--- src/rtl/instr_fetch_unit_if.sv ---
// Instruction-memory bus between the fetch unit and the instruction memory.
// The request and response channels are grouped so the fetch stage takes one bus port.
// The master modport is the fetch unit side and the slave modport is the memory side.
interface instr_fetch_unit_if #(
  parameter int ADDR_W = 64
);
  logic              imem_req_valid;
  logic              imem_req_ready;
  logic [ADDR_W-1:0] imem_req_addr;
  logic              imem_resp_valid;
  logic [31:0]       imem_resp_data;

  modport master (
    output imem_req_valid,
    output imem_req_addr,
    input  imem_req_ready,
    input  imem_resp_valid,
    input  imem_resp_data
  );

  modport slave (
    input  imem_req_valid,
    input  imem_req_addr,
    output imem_req_ready,
    output imem_resp_valid,
    output imem_resp_data
  );
endinterface

--- src/rtl/instr_fetch_unit.sv ---
// Instruction fetch stage that feeds main_decoder.
// It owns the fetch PC and issues in-order word requests.
// The request credit is count + outstanding < QUEUE_DEPTH, so a returning word always has
// a free queue slot.
// On a redirect the unit flushes the prefetch queue and drops the responses still in flight.
//
// Optional feature: define FETCH_BYPASS_EN to forward a kept response combinationally to the
// decoder when the queue is empty. This gives 0-cycle response-to-decode latency.
// Without the macro, every word passes through the queue.
module instr_fetch_unit #(
  parameter int                ADDR_W      = 64,
  parameter logic [ADDR_W-1:0] RESET_PC    = '0,
  parameter int                QUEUE_DEPTH = 4
) (
  input  logic                clk,
  input  logic                rst,
  instr_fetch_unit_if.master  imem,
  input  logic                redirect_valid,
  input  logic [ADDR_W-1:0]   redirect_pc,
  input  logic                stall,
  output logic                instr_valid,
  output logic [31:0]         instruction,
  output logic [ADDR_W-1:0]   instr_pc
);
  localparam int          PW          = $clog2(QUEUE_DEPTH);
  localparam int          CW          = PW + 1;
  localparam int          CW1         = CW + 1;
  localparam logic [CW:0] DEPTH_LIMIT = CW1'(QUEUE_DEPTH);
  localparam logic [31:0] NOP         = 32'h00000013;

  logic [ADDR_W-1:0] fetch_pc_reg;
  logic [ADDR_W-1:0] resp_pc_reg;
  logic [CW-1:0]     count_reg;
  logic [CW-1:0]     outstanding_reg;
  logic [CW-1:0]     discard_reg;
  logic [PW-1:0]     head_reg;
  logic [PW-1:0]     tail_reg;

  logic [31:0]       q_data [QUEUE_DEPTH];
  logic [ADDR_W-1:0] q_pc   [QUEUE_DEPTH];

  logic [ADDR_W-1:0] redirect_target;
  logic [CW:0]       in_flight;
  logic              req_fire;
  logic              resp_accept;
  logic              resp_keep;
  logic              queue_nonempty;
  logic              bypass;
  logic              push;
  logic              pop;
  logic              redirect_pc_unused;

  // Instructions are word aligned, so the low bits of a redirect target are discarded.
  assign redirect_target    = {redirect_pc[ADDR_W-1:2], 2'b00};
  assign redirect_pc_unused = ^redirect_pc[1:0];

  assign in_flight           = CW1'(count_reg) + CW1'(outstanding_reg);
  assign imem.imem_req_valid = !rst && !redirect_valid && (in_flight < DEPTH_LIMIT);
  assign imem.imem_req_addr  = fetch_pc_reg;
  assign req_fire            = imem.imem_req_valid && imem.imem_req_ready;

  // A response that arrives with nothing outstanding is spurious and is ignored.
  // A response that arrives while discard is nonzero belongs to a fetch stream that a
  // redirect has killed, so it is dropped.
  assign resp_accept    = imem.imem_resp_valid && (outstanding_reg != '0);
  assign resp_keep      = resp_accept && (discard_reg == '0) && !redirect_valid;
  assign queue_nonempty = (count_reg != '0);

`ifdef FETCH_BYPASS_EN
  assign bypass = resp_keep && !queue_nonempty;
`else
  assign bypass = 1'b0;
`endif

  // When a bypassed word is consumed in its arrival cycle, it never occupies a queue slot.
  assign push = resp_keep && !(bypass && !stall);
  assign pop  = queue_nonempty && !stall && !redirect_valid;

  // Each queue slot captures the kept response when the tail points at that slot.
  generate
    for (genvar gi = 0; gi < QUEUE_DEPTH; gi++) begin : g_entry
      logic [31:0]       data_reg;
      logic [ADDR_W-1:0] pc_reg;

      // Write this slot on a push addressed to it.
      always_ff @(posedge clk) begin
        if (push && (tail_reg == PW'(gi))) begin
          data_reg <= imem.imem_resp_data;
          pc_reg   <= resp_pc_reg;
        end
      end

      assign q_data[gi] = data_reg;
      assign q_pc[gi]   = pc_reg;
    end
  endgenerate

  // Fetch/response PCs, credit counters and queue pointers.
  // A redirect overrides everything except rst.
  always_ff @(posedge clk) begin
    if (rst) begin
      fetch_pc_reg    <= RESET_PC;
      resp_pc_reg     <= RESET_PC;
      count_reg       <= '0;
      outstanding_reg <= '0;
      discard_reg     <= '0;
      head_reg        <= '0;
      tail_reg        <= '0;
    end else if (redirect_valid) begin
      fetch_pc_reg    <= redirect_target;
      resp_pc_reg     <= redirect_target;
      count_reg       <= '0;
      head_reg        <= '0;
      tail_reg        <= '0;
      // Every request still in flight after this cycle returns a stale word.
      outstanding_reg <= outstanding_reg - CW'(resp_accept);
      discard_reg     <= outstanding_reg - CW'(resp_accept);
    end else begin
      if (req_fire) begin
        fetch_pc_reg <= fetch_pc_reg + ADDR_W'(4);
      end
      if (resp_keep) begin
        resp_pc_reg <= resp_pc_reg + ADDR_W'(4);
      end
      if (resp_accept && (discard_reg != '0)) begin
        discard_reg <= discard_reg - CW'(1);
      end
      outstanding_reg <= outstanding_reg + CW'(req_fire) - CW'(resp_accept);
      if (push) begin
        tail_reg <= tail_reg + PW'(1);
      end
      if (pop) begin
        head_reg <= head_reg + PW'(1);
      end
      count_reg <= count_reg + CW'(push) - CW'(pop);
    end
  end

  // Decoder-facing outputs: the queue head, or the bypassed word, or a NOP when empty.
  always_comb begin
    instr_valid = 1'b0;
    instruction = NOP;
    instr_pc    = resp_pc_reg;
    if (rst) begin
      instr_pc = RESET_PC;
    end else if (queue_nonempty) begin
      instr_valid = 1'b1;
      instruction = q_data[head_reg];
      instr_pc    = q_pc[head_reg];
    end else if (bypass) begin
      instr_valid = 1'b1;
      instruction = imem.imem_resp_data;
      instr_pc    = resp_pc_reg;
    end
  end
endmodule
--- src/flat_wrapper.sv ---
// flat-port wrapper written by rule: the top's interface ports become plain ports
module instr_fetch_unit_flat 
#(
  parameter int                ADDR_W      = 64,
  parameter logic [ADDR_W-1:0] RESET_PC    = '0,
  parameter int                QUEUE_DEPTH = 4
)
  (clk, rst, redirect_valid, redirect_pc, stall, instr_valid, instruction, instr_pc, imem_imem_req_valid, imem_imem_req_addr, imem_imem_req_ready, imem_imem_resp_valid, imem_imem_resp_data);
  instr_fetch_unit_if #(.ADDR_W(ADDR_W)) imem_i ();
  input  logic clk;
  input  logic rst;
  input  logic redirect_valid;
  input  logic [ADDR_W-1:0] redirect_pc;
  input  logic stall;
  output logic instr_valid;
  output logic [31:0] instruction;
  output logic [ADDR_W-1:0] instr_pc;
  output wire logic [$bits(imem_i.imem_req_valid)-1:0] imem_imem_req_valid;
  output wire logic [$bits(imem_i.imem_req_addr)-1:0] imem_imem_req_addr;
  input wire logic [$bits(imem_i.imem_req_ready)-1:0] imem_imem_req_ready;
  input wire logic [$bits(imem_i.imem_resp_valid)-1:0] imem_imem_resp_valid;
  input wire logic [$bits(imem_i.imem_resp_data)-1:0] imem_imem_resp_data;
  assign imem_imem_req_valid = imem_i.imem_req_valid;
  assign imem_imem_req_addr = imem_i.imem_req_addr;
  assign imem_i.imem_req_ready = imem_imem_req_ready;
  assign imem_i.imem_resp_valid = imem_imem_resp_valid;
  assign imem_i.imem_resp_data = imem_imem_resp_data;
  instr_fetch_unit #(.ADDR_W(ADDR_W), .RESET_PC(RESET_PC), .QUEUE_DEPTH(QUEUE_DEPTH)) u_core (.clk(clk), .rst(rst), .imem(imem_i), .redirect_valid(redirect_valid), .redirect_pc(redirect_pc), .stall(stall), .instr_valid(instr_valid), .instruction(instruction), .instr_pc(instr_pc));
endmodule
--- config.mk ---
export PLATFORM = sky130hd
export DESIGN_NAME = instr_fetch_unit_flat
export DESIGN_NICKNAME = d
export VERILOG_FILES = /design/src/rtl/instr_fetch_unit_if.sv /design/src/rtl/instr_fetch_unit.sv /design/src/flat_wrapper.sv
export SDC_FILE = /design/constraint.sdc
export NUM_CORES = 1
export LEC_CHECK = 0
export ABC_AREA = 1
export CAP_MARGIN = 20
export CELL_PAD_IN_SITES_DETAIL_PLACEMENT = 1
export CELL_PAD_IN_SITES_GLOBAL_PLACEMENT = 2
export CORE_ASPECT_RATIO = 0.9
export CORE_MARGIN = 4
export CORE_UTILIZATION = 35
export DETAILED_ROUTE_END_ITERATION = 8
export PLACE_DENSITY = 0.88
export SYNTH_ARGS = -nofsm -noshare
export SYNTH_HDL_FRONTEND = slang
export SYNTH_SLANG_ARGS = --single-unit
--- constraint.sdc ---
create_clock -name clk -period 7.21 [get_ports clk]
set_input_delay 1.0815 -clock clk [delete_from_list [all_inputs] [get_ports clk]]
set_output_delay 1.0815 -clock clk [all_outputs]
set_load 0.01 [all_outputs]
[Word level (Yosys, flattened, before mapping)]
Index checks and enable logic that the tools add are counted.
Word-level totals
  register bits after elaboration: 525
  input bits: 102
  output and inout bits: 162
  logic and storage cells: 78
Cells by class
  add/subtract/negate cells: 11
  order comparisons: 2
  equal/unequal tests: 3
  multiplexer cells: 19
  bitwise logic cells: 1
  reduce and logical (&&, ||, !) cells: 25
Operator list (count)
  64-bit two-way mux: 8
  64-bit by 3-bit adder with 64-bit output (second input constant): 2
  64-bit binary-select mux with 2-bit select: 1
  32-bit two-way mux: 4
  32-bit binary-select mux with 2-bit select: 1
  1-bit logical AND: 13
  3-bit two-way mux: 3
  3-bit nonzero test: 3
  3-bit by 1-bit subtractor with 3-bit output: 3
  3-bit by 1-bit adder with 3-bit output: 2
  2-bit nonzero test: 3
  2-bit by 1-bit adder with 2-bit output (second input constant): 2
  3-bit by 3-bit adder with 4-bit output: 1
  2-bit equality test (second input constant): 2
  4-bit by 3-bit < comparator with 1-bit output (second input constant): 1
  3-bit >= comparator (second input constant): 1
  1-bit logical NOT: 3
  3-bit logical NOT: 1
  2-bit inverter with 3-bit output: 1
  3-bit by 1-bit subtractor with 3-bit output (second input constant): 1
  2-bit by 1-bit equality test with 1-bit output (second input constant): 1
  2-bit logical NOT: 1
  1-bit two-way mux: 2
  2-bit OR reduction: 1

[Logic depth before layout (Yosys ltp)]
  word-level depth: 7
  gate-level depth with buffers: 12

[Least setup slack after synthesis]
Ideal clock, no wire load.
  path kind: input-to-reg
  start point: input port imem_imem_resp_valid
  end point: register u_core.g_entry[0].data_reg[0] (enable)
  library setup time: 547 ps
  data arrival time: 5467 ps
  path slack: 1196 ps
  cell stages on the path: 6
  buffers on the path: 0
  cells stage by stage: nand2_1 inv_2 nand2_4 nor2_4 inv_2 nor2_1
On the way
  longest elaborated chain between the ends: 4
Ends and longest elaborated chain
  start, declared: RTL line flat_wrapper.sv:21  | input wire logic [$bits(imem_i.imem_resp_valid)-1:0] imem_imem_resp_valid;
  1-bit logical AND: RTL line instr_fetch_unit.sv:65  | assign resp_accept = imem.imem_resp_valid && (outstanding_reg != '0);
  1-bit logical AND (2 in a row): RTL line instr_fetch_unit.sv:66  | assign resp_keep = resp_accept && (discard_reg == '0) && !redirect_valid;
  1-bit logical AND: RTL line instr_fetch_unit.sv:87  | if (push && (tail_reg == PW'(gi))) begin
  end signal, assigned: RTL line instr_fetch_unit.sv:88  | data_reg <= imem.imem_resp_data;
  end, declared: RTL line instr_fetch_unit.sv:82  | logic [31:0] data_reg;
No other way between the ends.
A chain may end at the register's enable or synchronous reset.

[Worst setup path in the final report]
  start point: register u_core.head_reg[1]
  end point: output port instr_pc[23]
On the way
  longest elaborated chain between the ends: 6
Ends and longest elaborated chain
  start, declared: RTL line instr_fetch_unit.sv:36  | logic [PW-1:0] head_reg;
  start signal, assigned: RTL line instr_fetch_unit.sv:133  | head_reg <= head_reg + PW'(1);
  2-bit inverter with 3-bit output (not written as such): RTL line instr_fetch_unit.sv:149  | instr_pc = q_pc[head_reg];
  64-bit binary-select mux with 2-bit select: RTL line instr_fetch_unit.sv:149
  64-bit two-way mux (not written as such) (2 in a row): RTL line instr_fetch_unit.sv:149
  64-bit two-way mux: RTL line instr_fetch_unit.sv:146  | end else if (queue_nonempty) begin
  64-bit two-way mux: RTL line instr_fetch_unit.sv:144  | if (rst) begin
  end, declared: RTL line flat_wrapper.sv:17  | output logic [ADDR_W-1:0] instr_pc;
No other way between the ends. The select of a mux whose other input is x is not followed.

==> impl_metrics.ini <==
[grt]
antenna_found_initial = 9
grt.total_usage = 0.240
grt_pass1_wl_um = 138000
grt_pass1_vias = 22500
grt_max_degree = 79
grt_overflow_total = 0

[clock_tree]
root_buffer = clkbuf_16
cts_inserted_buffers = 57
clkLatencyLatePin_ns = 0.65
clock_sinks = 513
cts_setup_buffers = 0
ctsLongestPathBuffers = 3
cts_tree = done
postCtsHoldBufs = 0
cts_max_level = 2
cts_resized = 0
cts.clk_slew.worst_paths_ns = 0.06

[routing]
drtPass1Iterations = 5
drt-initial-drc-count = 1630
routed_wl_um = 93100
drc = 0
viasPerCell = 5.29
wl_per_cell_um = 22.8
drtAntennaViolNets = 0
vias = 21600

[timing]
worst_slew_pin_slew_ns = 1.05
final.setup_skew_ns = 0.0536
setup_viol = 0
max_slew_margin = 0.301
finalHoldViolations = 0
finalMaxSlewViolations = 0
period_needed_ns = 4.90
period_share = 0.680
setup_ws_ns = 2.31
fin_setup_tns_ns = 0
max_freq_mhz = 204
rsz0062_at_grt = no
holdWs_ns = 0.549

[final_layout]
drive_above_1_share = 0.0591
layout_commonest_cell = nand2_1
final_util = 0.431
instances_no_fill = 4089
final_cell_area_um2 = 30300
regArea_um2 = 14000
nFillCells = 8236
nets = 3216
multi_input_comb_area_um2 = 9290
final_cell_mix = 541 x nand2_1, 500 x nor2_1, 376 x edfxtp_1, 283 x inv_1, 259 x o21ai_0
largest_reg_flops = 248
area_delta_synth_final_pct = 21.3

[pwr]
power.share.clock = 0.412
p_switching_mw = 1.94
p_leak_nw = 10.8
total_power_mw = 7.29
pwr-share-comb = 0.115
pwr-share-seq = 0.472
power_density_nw_per_um2 = 240
p_sw_frac = 0.266
cell_internal_pwr_mw = 5.35
peakVddDrop_mv = 0.211

[min_path]
min_to = u_core.imem.imem_req_addr[63]
worstHoldStart = u_core.imem.imem_req_addr[63]
worstHoldPathType = reg2reg
hold_path_depth = 2

[worst_setup_path]
crit_required_ns = 6.13
r2r_cells = 9
critPathMaxFanout = 71
worst_r2r_endpoint = u_core.resp_pc_reg[61]
reg2reg_from = u_core.discard_reg[0]
cp_data_arrival_time_ns = 3.82
cp-end-kind = output pin
crit_type = reg2out
critPathLaunchType = flip-flop
rrSetupSlack_ns = 4.30

[job]
drv_cap = 0

[synth]
seq_area_frac_synth = 0.561
yosys_warnings = 0
synthSimpleGateAreaFrac = 0.204
synth_seq_cells = 513
ys.flop_type = edfxtp_1
synth_edf_count = 376
synth_adder_area_share = 0.00961
synth_area_per_cell_um2 = 8.66
ys_types = 42
synth_mux_area_frac = 0
yosys.area_share.xor_xnor = 0.0161
synth-async-reset-ratio = 0
synth_top_family_by_area = simple AND/OR/NAND/NOR gates
synth_area_um2 = 25000
synth_compound_gate_area_share = 0.140
synth_cells = 2889

[die]
ios = 264
row_count = 92
initial_core_util = 0.355
die_x_um = 290
die-area_um2 = 75800
die_h_um = 262
core_um2 = 70400

[placement]
routabilityCongestion = 0.937
pre_cts_ws_ns = 2.40
numPlacedInstances = 3977
dp_hpwl_um = 65200
placed_area_um2 = 28400
numPortBuffers = 257

[run_status]
status = completed
## power groups by stage
stage | Sequential, mW | Clock (mW) | Combinational (mW)
floorplan | 3.45 | 0 | 0.446
global placement | 3.49 | 0 | 0.804
detailed placement | 3.50 | 0 | 0.836
CTS | 3.44 | 3.06 | 0.843
global route | 3.45 | 3.20 | 0.921
finish | 3.44 | 3.01 | 0.840
## cell usage after synthesis (43+ instances only)
cell type | number | area, um^2
a21oi_1 | 137 | 686
buf_2 | 43 | 215
clkbuf_1 | 74 | 278
dfxtp_1 | 137 | 2740
edfxtp_1 | 376 | 11300
inv_1 | 285 | 1070
nand2_1 | 541 | 2030
nand3_1 | 106 | 531
nor2_1 | 504 | 1890
o211ai_1 | 58 | 435
o21ai_0 | 259 | 1300
o21ai_1 | 67 | 335
o22ai_1 | 66 | 413
## cells by family (layout without fill, tap and decap cells)
family | count (synthesis) | after routing
other | 1 | 8
buffers and inverters | 434 | 687
XOR/XNOR | 46 | 46
AO/OA/AOI/OAI | 636 | 636
AND/OR/NAND/NOR | 1241 | 1241
adder cells (fa/ha/maj) | 18 | 18
flip-flops | 513 | 513
## worst max-delay path by stage
stage | startpoint | to | slack, ns | cells after the start
3_5_place_dp | rst | instr_pc[62] | 2.40 | 6
2_1_floorplan | imem_imem_resp_valid | u_core.g_entry[0].data_reg[0] | 1.20 | 6
5_1_grt | u_core.head_reg[1] | instr_pc[22] | 2.06 | 7
3_3_place_gp | rst | instr_pc[62] | 2.44 | 6
4_1_cts | u_core.head_reg[1] | instr_pc[25] | 2.23 | 7
6_report | u_core.head_reg[1] | instr_pc[23] | 2.31 | 7
## routing by layer
| layer | wire (um) | global-route usage |
|---|---|---|
| met1 | 40800 | 0.324 |
| met2 | 44700 | 0.403 |
| met3 | 4860 | 0.0297 |
| met4 | 2710 | 0.0745 |
| met5 | 0 | 0 |
## cell type report
type,instances,area share
Antenna cell,4,0.000330
Clock buffer,73,0.0509
Clock inverter,35,0.0137
Timing Repair Buffer,279,0.0900
Inverter,300,0.0372
Tap cell,940,0.0388
Multi-Input combinational cell,1945,0.306
Sequential cell,513,0.463
## worst max-delay path: stages, from the launching register on
cell and delay, ns:
dfxtp_2 0.49, inv_2 0.53, buf_4 0.76, o21ai_0 0.28, o22ai_1 0.20, o211ai_1 0.12, inv_1 0.17, clkdlybuf4s50_1 0.56
No activity file was read; power rests on OpenSTA's default activity.
